==> config.mk <==
export PLATFORM = sky130hd
export DESIGN_NAME = fft_power_spec
export DESIGN_NICKNAME = d
export VERILOG_FILES = /design/src/rtl/fft_power_spec.sv
export SDC_FILE = /design/constraint.sdc
export NUM_CORES = 1
export LEC_CHECK = 0
export ABC_AREA = 0
export CORE_MARGIN = 8
export CORE_UTILIZATION = 25
export DETAILED_ROUTE_END_ITERATION = 6
export GPL_TIMING_DRIVEN = 0
export PLACE_DENSITY = 0.52
export SKIP_CTS_REPAIR_TIMING = 1
export SYNTH_ARGS = -nofsm -noshare
export SYNTH_HDL_FRONTEND = slang
export SYNTH_SLANG_ARGS = --single-unit
==> constraint.sdc <==
create_clock -name clk -period 2.5 [get_ports clk]
set_input_delay 0.5 -clock clk [delete_from_list [all_inputs] [get_ports clk]]
set_output_delay 0.5 -clock clk [all_outputs]
set_load 0.05 [all_outputs]
==> src/rtl/fft_power_spec.sv <==
// fft_power_spec: per-bin power stage downstream of the FFT register file.
// It squares and sums the real and imaginary parts of the first 128 of NBIN
// streamed bins, scales the result, writes it to a 128-entry power RAM and
// accumulates the frame spectral energy.
// Optional feature: define PW_SAT_EN to saturate oversized power words and
// report them on sat_flag. Without it the word wraps and sat_flag is 0.
module fft_power_spec #(
   parameter int DW       = 16,
   parameter int OW       = 16,
   parameter int PW_SHIFT = 8,
   parameter int NBIN     = 256
) (
   input  logic            clk,
   input  logic            reset,
   input  logic            frame_start,
   input  logic            spec_valid,
   input  logic [DW-1:0]   spec_re,
   input  logic [DW-1:0]   spec_im,
   output logic            pw_wren,
   output logic [6:0]      pw_addr,
   output logic [OW-1:0]   pw_data,
   output logic [OW+6:0]   energy,
   output logic            frame_done,
   output logic            busy,
   output logic            sat_flag
);

   localparam int SQW  = 2*DW - 1;   // unsigned square width, max 2^(2*DW-2)
   localparam int NPOW = 128;        // bins that carry unique power

   typedef enum logic [1:0] {IDLE, CAPTURE, DRAIN} state_t;

   state_t               state, state_nxt;
   logic [8:0]           bin_cnt;
   logic [8:0]           bin_idx;
   logic                 accept;
   logic                 take;
   logic                 last_bin;
   logic                 done_nxt;

   logic                 s1_vld;
   logic [6:0]           s1_addr;
   logic [SQW-1:0]       sq_re, sq_im;
   logic                 s2_vld;

   logic signed [2*DW-1:0] prod_re, prod_im;
   logic [2*DW-1:0]      pw_sum;
   logic [2*DW-1:0]      pw_shifted;
   logic [OW-1:0]        pw_next;

   // A bin is taken on a valid cycle while capturing; a concurrent frame_start
   // makes it bin 0 of the new frame.
   assign bin_idx  = frame_start ? 9'd0 : bin_cnt;
   assign accept   = spec_valid && (frame_start || (state == CAPTURE));
   assign take     = accept && (bin_idx < 9'(NPOW));
   assign last_bin = accept && (bin_idx == 9'(NBIN-1));

   // State register.
   // NOTE: clocked state uses non-blocking assignments so every flop samples
   // pre-edge values regardless of block evaluation order.
   always_ff @(posedge clk or negedge reset) begin
      if (!reset) state <= IDLE;
      else        state <= state_nxt;
   end

   // Next-state logic; frame_start restarts capture from any state.
   // NOTE: every output of this block gets a default first, so no path leaves
   // a signal unassigned and no latch is inferred.
   always_comb begin
      state_nxt = state;
      done_nxt  = 1'b0;
      case (state)
         IDLE:    ;
         CAPTURE: if (last_bin) state_nxt = DRAIN;
         DRAIN: begin
            if (!s1_vld && !s2_vld) begin
               done_nxt  = 1'b1;
               state_nxt = IDLE;
            end
         end
         default: state_nxt = IDLE;
      endcase
      if (frame_start) begin
         done_nxt  = 1'b0;
         state_nxt = last_bin ? DRAIN : CAPTURE;
      end
   end

   // Registered frame status: done pulse and busy flag.
   always_ff @(posedge clk or negedge reset) begin
      if (!reset) begin
         frame_done <= 1'b0;
         busy       <= 1'b0;
      end else begin
         frame_done <= done_nxt;
         busy       <= (state_nxt != IDLE);
      end
   end

   // Bin counter: counts every accepted bin, including the discarded half.
   always_ff @(posedge clk or negedge reset) begin
      if (!reset)           bin_cnt <= '0;
      else if (accept)      bin_cnt <= bin_idx + 9'd1;
      else if (frame_start) bin_cnt <= '0;
   end

   assign prod_re = $signed(spec_re) * $signed(spec_re);
   assign prod_im = $signed(spec_im) * $signed(spec_im);

   // Stage 1: squares of both components; frame_start squashes the old entry.
   always_ff @(posedge clk or negedge reset) begin
      if (!reset) begin
         s1_vld  <= 1'b0;
         s1_addr <= '0;
         sq_re   <= '0;
         sq_im   <= '0;
      end else begin
         s1_vld <= take;
         if (take) begin
            s1_addr <= bin_idx[6:0];
            sq_re   <= prod_re[SQW-1:0];
            sq_im   <= prod_im[SQW-1:0];
         end
      end
   end

   assign pw_sum     = {1'b0, sq_re} + {1'b0, sq_im};
   assign pw_shifted = pw_sum >> PW_SHIFT;

`ifdef PW_SAT_EN
   logic pw_sat;
   assign pw_sat  = |pw_shifted[2*DW-1:OW];
   assign pw_next = pw_sat ? {OW{1'b1}} : pw_shifted[OW-1:0];

   // Sticky saturation flag, cleared at each frame start.
   always_ff @(posedge clk or negedge reset) begin
      if (!reset)                  sat_flag <= 1'b0;
      else if (frame_start)        sat_flag <= 1'b0;
      else if (s1_vld && pw_sat)   sat_flag <= 1'b1;
   end
`else
   assign pw_next  = OW'(pw_shifted);
   assign sat_flag = 1'b0;
`endif

   // Stage 2: RAM write port; address and data hold between writes.
   always_ff @(posedge clk or negedge reset) begin
      if (!reset) begin
         s2_vld  <= 1'b0;
         pw_addr <= '0;
         pw_data <= '0;
      end else begin
         s2_vld <= s1_vld && !frame_start;
         if (s1_vld && !frame_start) begin
            pw_addr <= s1_addr;
            pw_data <= pw_next;
         end
      end
   end

   // A write already presented is withdrawn in the cycle a new frame starts.
   assign pw_wren = s2_vld && !frame_start;

   // Frame energy: running sum of written power words.
   always_ff @(posedge clk or negedge reset) begin
      if (!reset)           energy <= '0;
      else if (frame_start) energy <= '0;
      else if (pw_wren)     energy <= energy + {7'd0, pw_data};
   end

endmodule

# Word level (Yosys, flattened, before mapping)
# Index checks and enable logic that the tools add are counted.
[op_classes] n_addsub=3 n_mul=2 magnitude_cmp=1 n_eq_ne=3 mux=12 n_reduce_logical=13
[ops] op="$mul A16 B16 Y24" n=2
[ops] op="$mux W23" n=2
[ops] op="$add A24 B24 Y24" n=1
[ops] op="$add A23 B16 Y23" n=1
[ops] op="$mux W9" n=2
[ops] op="$add A9 B1 Y9 const B" n=1
[ops] op="$eq A9 B8 Y1 const B" n=1
[ops] op="$lt A9 B8 Y1 const B" n=1
[ops] op="$mux W2" n=4
[ops] op="$logic_and A1 B1 Y1" n=6
[ops] op="$pmux W2 S3" n=1
[ops] op="$reduce_bool A2 Y1" n=2
[ops] op="$logic_not A1 Y1" n=3
[ops] op="$mux W1" n=3
[ops] op="$eq A2 B1 Y1 const B" n=1
[ops] op="$eq A2 B2 Y1 const B" n=1
[ops] op="$logic_not A2 Y1" n=1
[ops] op="$logic_or A1 B1 Y1" n=1
[word_totals] ff_bits=116 input_bits=36 output_inout_bits=50 elab_cells=46

# Logic depth before layout (Yosys ltp)
[depth] depth_word=8 mapped_depth=25 mapped_depth_nobuf=23

# Worst setup path after synthesis
# Ideal clock, no wire load.
[synth_timing] path_kind="input to register" start="in spec_re[5]" end="reg sq_re[23]" setup_time_ns=0.133 arrival_ns=5.978 t_required_ns=2.367 slack_ns=-3.611 path_stages=23 n_path_buf=2 cell_sequence="clkbuf_1 -> clkbuf_1 -> nand2_1 -> inv_1 -> fa_1 -> inv_1 -> fa_1 -> fa_1 -> inv_1 -> fa_1 -> fa_1 -> inv_1 -> fa_1 -> inv_1 -> ha_1 -> a21o_1 -> nor2b_1 -> o41ai_1 -> a21oi_1 -> a2111oi_2 -> a21oi_1 -> xnor2_1 -> o21ai_0"
[synth_via] elab_chain_len=1
[synth_rtl] item="start, declared" line_no="17" text="input logic [DW-1:0] spec_re,"
[synth_rtl] item="$mul A16 B16 Y24" line_no="107" text="assign prod_re = $signed(spec_re) * $signed(spec_re);"
[synth_rtl] item="end signal, assigned" line_no="121" text="sq_re <= prod_re[SQW-1:0];"
[synth_rtl] item="end, declared" line_no="43" text="logic [SQW-1:0] sq_re, sq_im;"
# Every way passes these cells.
# A chain may end at the register's enable or synchronous reset.

# Worst setup path after layout
[layout_timing] start="in spec_re[14]" end="reg sq_re[23]"
# The elaborated chain is that of the path after synthesis.

==> impl_metrics.env <==
export IMPL_status="finished with violations"
export IMPL_violations="setup timing"
export IMPL_ys_top_cells_by_area="fa_1 35%, dfrtp_1 15%, ha_1 12%, inv_1 11%, nand2_1 4.9%"
export IMPL_grt_pass1_vias=14835
export IMPL_fin_ws_ns=-3.365
export IMPL_synth_cells=2133
export IMPL_cpMaxStageDelayCell="fa_1"
export IMPL_drc=0
export IMPL_ys_seq_elements=112
export IMPL_cp_max_fo=6
export IMPL_syn_nets=2690
export IMPL_htreeDepth=3
export IMPL_synth_edff_count=0
export IMPL_syn_area_um2=19170
export IMPL_synth_cell_types=62
export IMPL_fin_crit_sh_pct=234.6
export IMPL_wl_um=49300
export IMPL_required_ns=2.74
export IMPL_insertedDiodeCount=0
export IMPL_worstPathArrival_ns=6.10
export IMPL_place_gp_congestion=0.8206
export IMPL_fin_skew_ns=0.01392
export IMPL_routed_via_count=14133
export IMPL_clk_pin_slew_ns=0.08
export IMPL_fp_dieH_um=292.9
export IMPL_track_usage_pct=11.17
export IMPL_max_cap_violations=0
export IMPL_synthArstFlopShare_pct=100.0
export IMPL_startpoint_type="input pin"
export IMPL_rsz0062_at_grt="yes"
export IMPL_synth_area_leader_cell="fa_1"
export IMPL_fp_dieW_um=292.9
export IMPL_avgViaCountPerCell=4.216
export IMPL_yosysWarnings=0
export IMPL_area_delta_synth_final_pct=27.10
export IMPL_routedWlPerCell_um=14.71
export IMPL_clkLatencyLatePin_ns=0.36
export IMPL_period_minus_slack_ns=5.865
export IMPL_drive_above_1_share_pct=19.55
export IMPL_clk_path_buf_depth=2
export IMPL_cp_end_kind="register"
export IMPL_ioPinCount=86
export IMPL_postRouteAntennaNets=0
export IMPL_cpPeakStageDelay_ns=0.53
export IMPL_avgSynthCellArea_um2=8.988
export IMPL_overflow=0
export IMPL_io_buffers=79
export IMPL_cts_tree="done"
export IMPL_root_buffer="clkbuf_16"
export IMPL_finalMaxSlewViolations=0
export IMPL_grt_antenna_before_repair=0
export IMPL_drtPass1Iterations=5
export IMPL_core_area_um2=75950
export IMPL_dp_hpwl_um=40200
export IMPL_crit_type="in -> reg"
export IMPL_min_path_type="in -> async"
export IMPL_path_buf_inv=6
export IMPL_synth_top_flop_cell="dfrtp_1"
export IMPL_drtIter0Drc=600
export IMPL_cpMostUsedCell="fa_1"
export IMPL_finalHoldViolCount=0
export IMPL_grt_pass1_wl_um=78020
export IMPL_synth_top_area_share_pct=34.77
export IMPL_fin_nets=2874
export IMPL_whs_ns=0.03318
export IMPL_grt_start_max_net_pins=75
export IMPL_row_count=101
export IMPL_setup_viol=41
export IMPL_tightest_slew_ns=0.7323
export IMPL_cts_buffers=9
export IMPL_synth_seq_area_share_pct=14.62
export IMPL_die_area_um2=85800
export IMPL_initial_core_util_pct=25.24
export IMPL_clkSinkCount=112
export IMPL_timing_slew_headroom_pct=51.18
export IMPL_fillerInstances=7937
export IMPL_path_cells="clkdlybuf4s50_1 -> buf_6 -> and2_1 -> fa_1 -> inv_1 -> fa_1 -> inv_1 -> fa_1 -> inv_1 -> fa_1 -> fa_1 -> fa_1 -> inv_1 -> ha_4 -> o41ai_4 -> a21oi_2 -> a2111oi_4 -> a21oi_2 -> xnor2_2 -> o21ai_1"
export IMPL_maxClockFrequency_ghz=0.1705
export IMPL_cp_top_family="adder cells"
synth_stat cells (all sizes together), types with 2 or more instances:
cell	n
dfrtp	112
a21oi	63
nand2b	18
a221o	2
o211ai	5
ha	188
nand3	12
o31ai	7
a2111oi	3
fa	333
o41ai	3
clkbuf	59
nand4	6
a21o	15
o21ai	90
xor2	43
a2111o	2
and2	73
buf	5
a22o	4
or2	3
a211oi	14
inv	555
and3	14
a31o	6
xnor2	70
nor2	84
nor4	4
nor3	11
o21bai	10
mux2i	8
and4	4
a31oi	3
nor2b	10
mux2	3
o21a	9
nand2	249
clkinv	3
or3	12
a211o	4
layout by cell type (no fill, tap or decap), types with 15 or more instances in the layout:
cell type        netlist  layout
clkbuf_1              59      17
ha_1                 188     137
inv_2                  0      35
fa_2                   0      16
nor2_1                84      80
fa_1                 333     317
nand2b_1              18      17
inv_1                555     519
and2_1                72      59
dfrtp_1              112     100
a21oi_2                0      20
xor2_1                43      38
o21ai_0               86      44
ha_4                   0      46
clkdlybuf4s50_1        0      51
buf_4                  1      80
o21ai_1                3      37
buf_6                  1      28
nand2_1              249     219
a21oi_1               63      38
nand2_2                0      15
xnor2_1               70      57
buf_12                 0      16
routing by layer:
metal / routed length [um] / vias to the layer above / part of all wire [%] / GRT usage (%)
met5: 0 / - / 0 / 0
met4: 205 / 0 / 0.42 / 1.185
met3: 1489 / 15 / 3.0 / 1.140
met2: 25240 / 184 / 51 / 20.12
met1: 22360 / 7110 / 45 / 14.87
li1: - / 6824 / - / -
cells by family (layout without fill, tap and decap cells):
family / count (synthesis) / after routing / synth area share, %
flops: 112 / 112 / 14.62
simple gates: 501 / 501 / 11.92
buf+inv: 622 / 811 / 12.24
compound gates: 252 / 252 / 8.400
other cells: 1 / 1 / 0.01956
fa+ha+maj: 521 / 521 / 47.04
mux: 11 / 11 / 0.5939
xor+xnor: 113 / 113 / 5.163
registers in the layout, indices dropped and copies added (netlist names), 2 cells and up:
signal,cells
pw_data,16
sq_im,22
state,2
s1_addr,7
bin_cnt,9
sq_re,22
pw_addr,7
energy,23
metrics by stage:
step	utilization, %	area (um2)	TNS, ns	instances	setup WS (ns)
final	32.08	24370	-88.79	3352	-3.365
after global routing	32.08	24370	-95.65	3352	-3.587
after CTS	29.41	22340	-128.31	3259	-4.588
after detailed placement	29.02	22040	-150.88	3243	-4.963
after global placement	28.98	22010	-567.34	3242	-4.972
after floorplan	-	19930	-86.08	2133	-3.119
worst register-to-register path: stages (launching register included):
cell and delay, ns:
dfrtp_2 0.44, ha_4 0.25, a2111o_1 0.45, or3_1 0.32, o21bai_4 0.19, a32oi_4 0.29
a21oi_4 0.12, and4_1 0.20, xnor2_1 0.15, nor2_1 0.05
layout make-up:
class                   count  area (um2)  share of cell area [%]
flip-flops and latches    112        2818                   11.56
multi-input cells        1399       15530                   63.74
inverters                 558        2107                   8.647
repair buffers            174        1629                   6.685
well taps                1030        1289                   5.289
clock inverters             6       60.06                  0.2465
clock buffers              10       239.0                  0.9807
plain buffers              63       694.4                   2.850
worst paths after layout:
kind	endpoint	depth (start not counted)	slack [ns]	start
max in group asynchronous	sq_re[9]	2	1.75	reset
worst max register to register	energy[18]	9	-0.08	pw_data[8]
worst max-delay path	sq_re[23]	20	-3.36	spec_re[14]
worst min register to register	pw_addr[0]	2	0.48	s1_addr[0]
min in group clk	pw_addr[0]	2	0.48	s1_addr[0]
worst min-delay path	energy[6]	1	0.03	reset
Power is not shown: default switching activity piles up to over one toggle a cycle in this logic, so the estimate is an artifact.
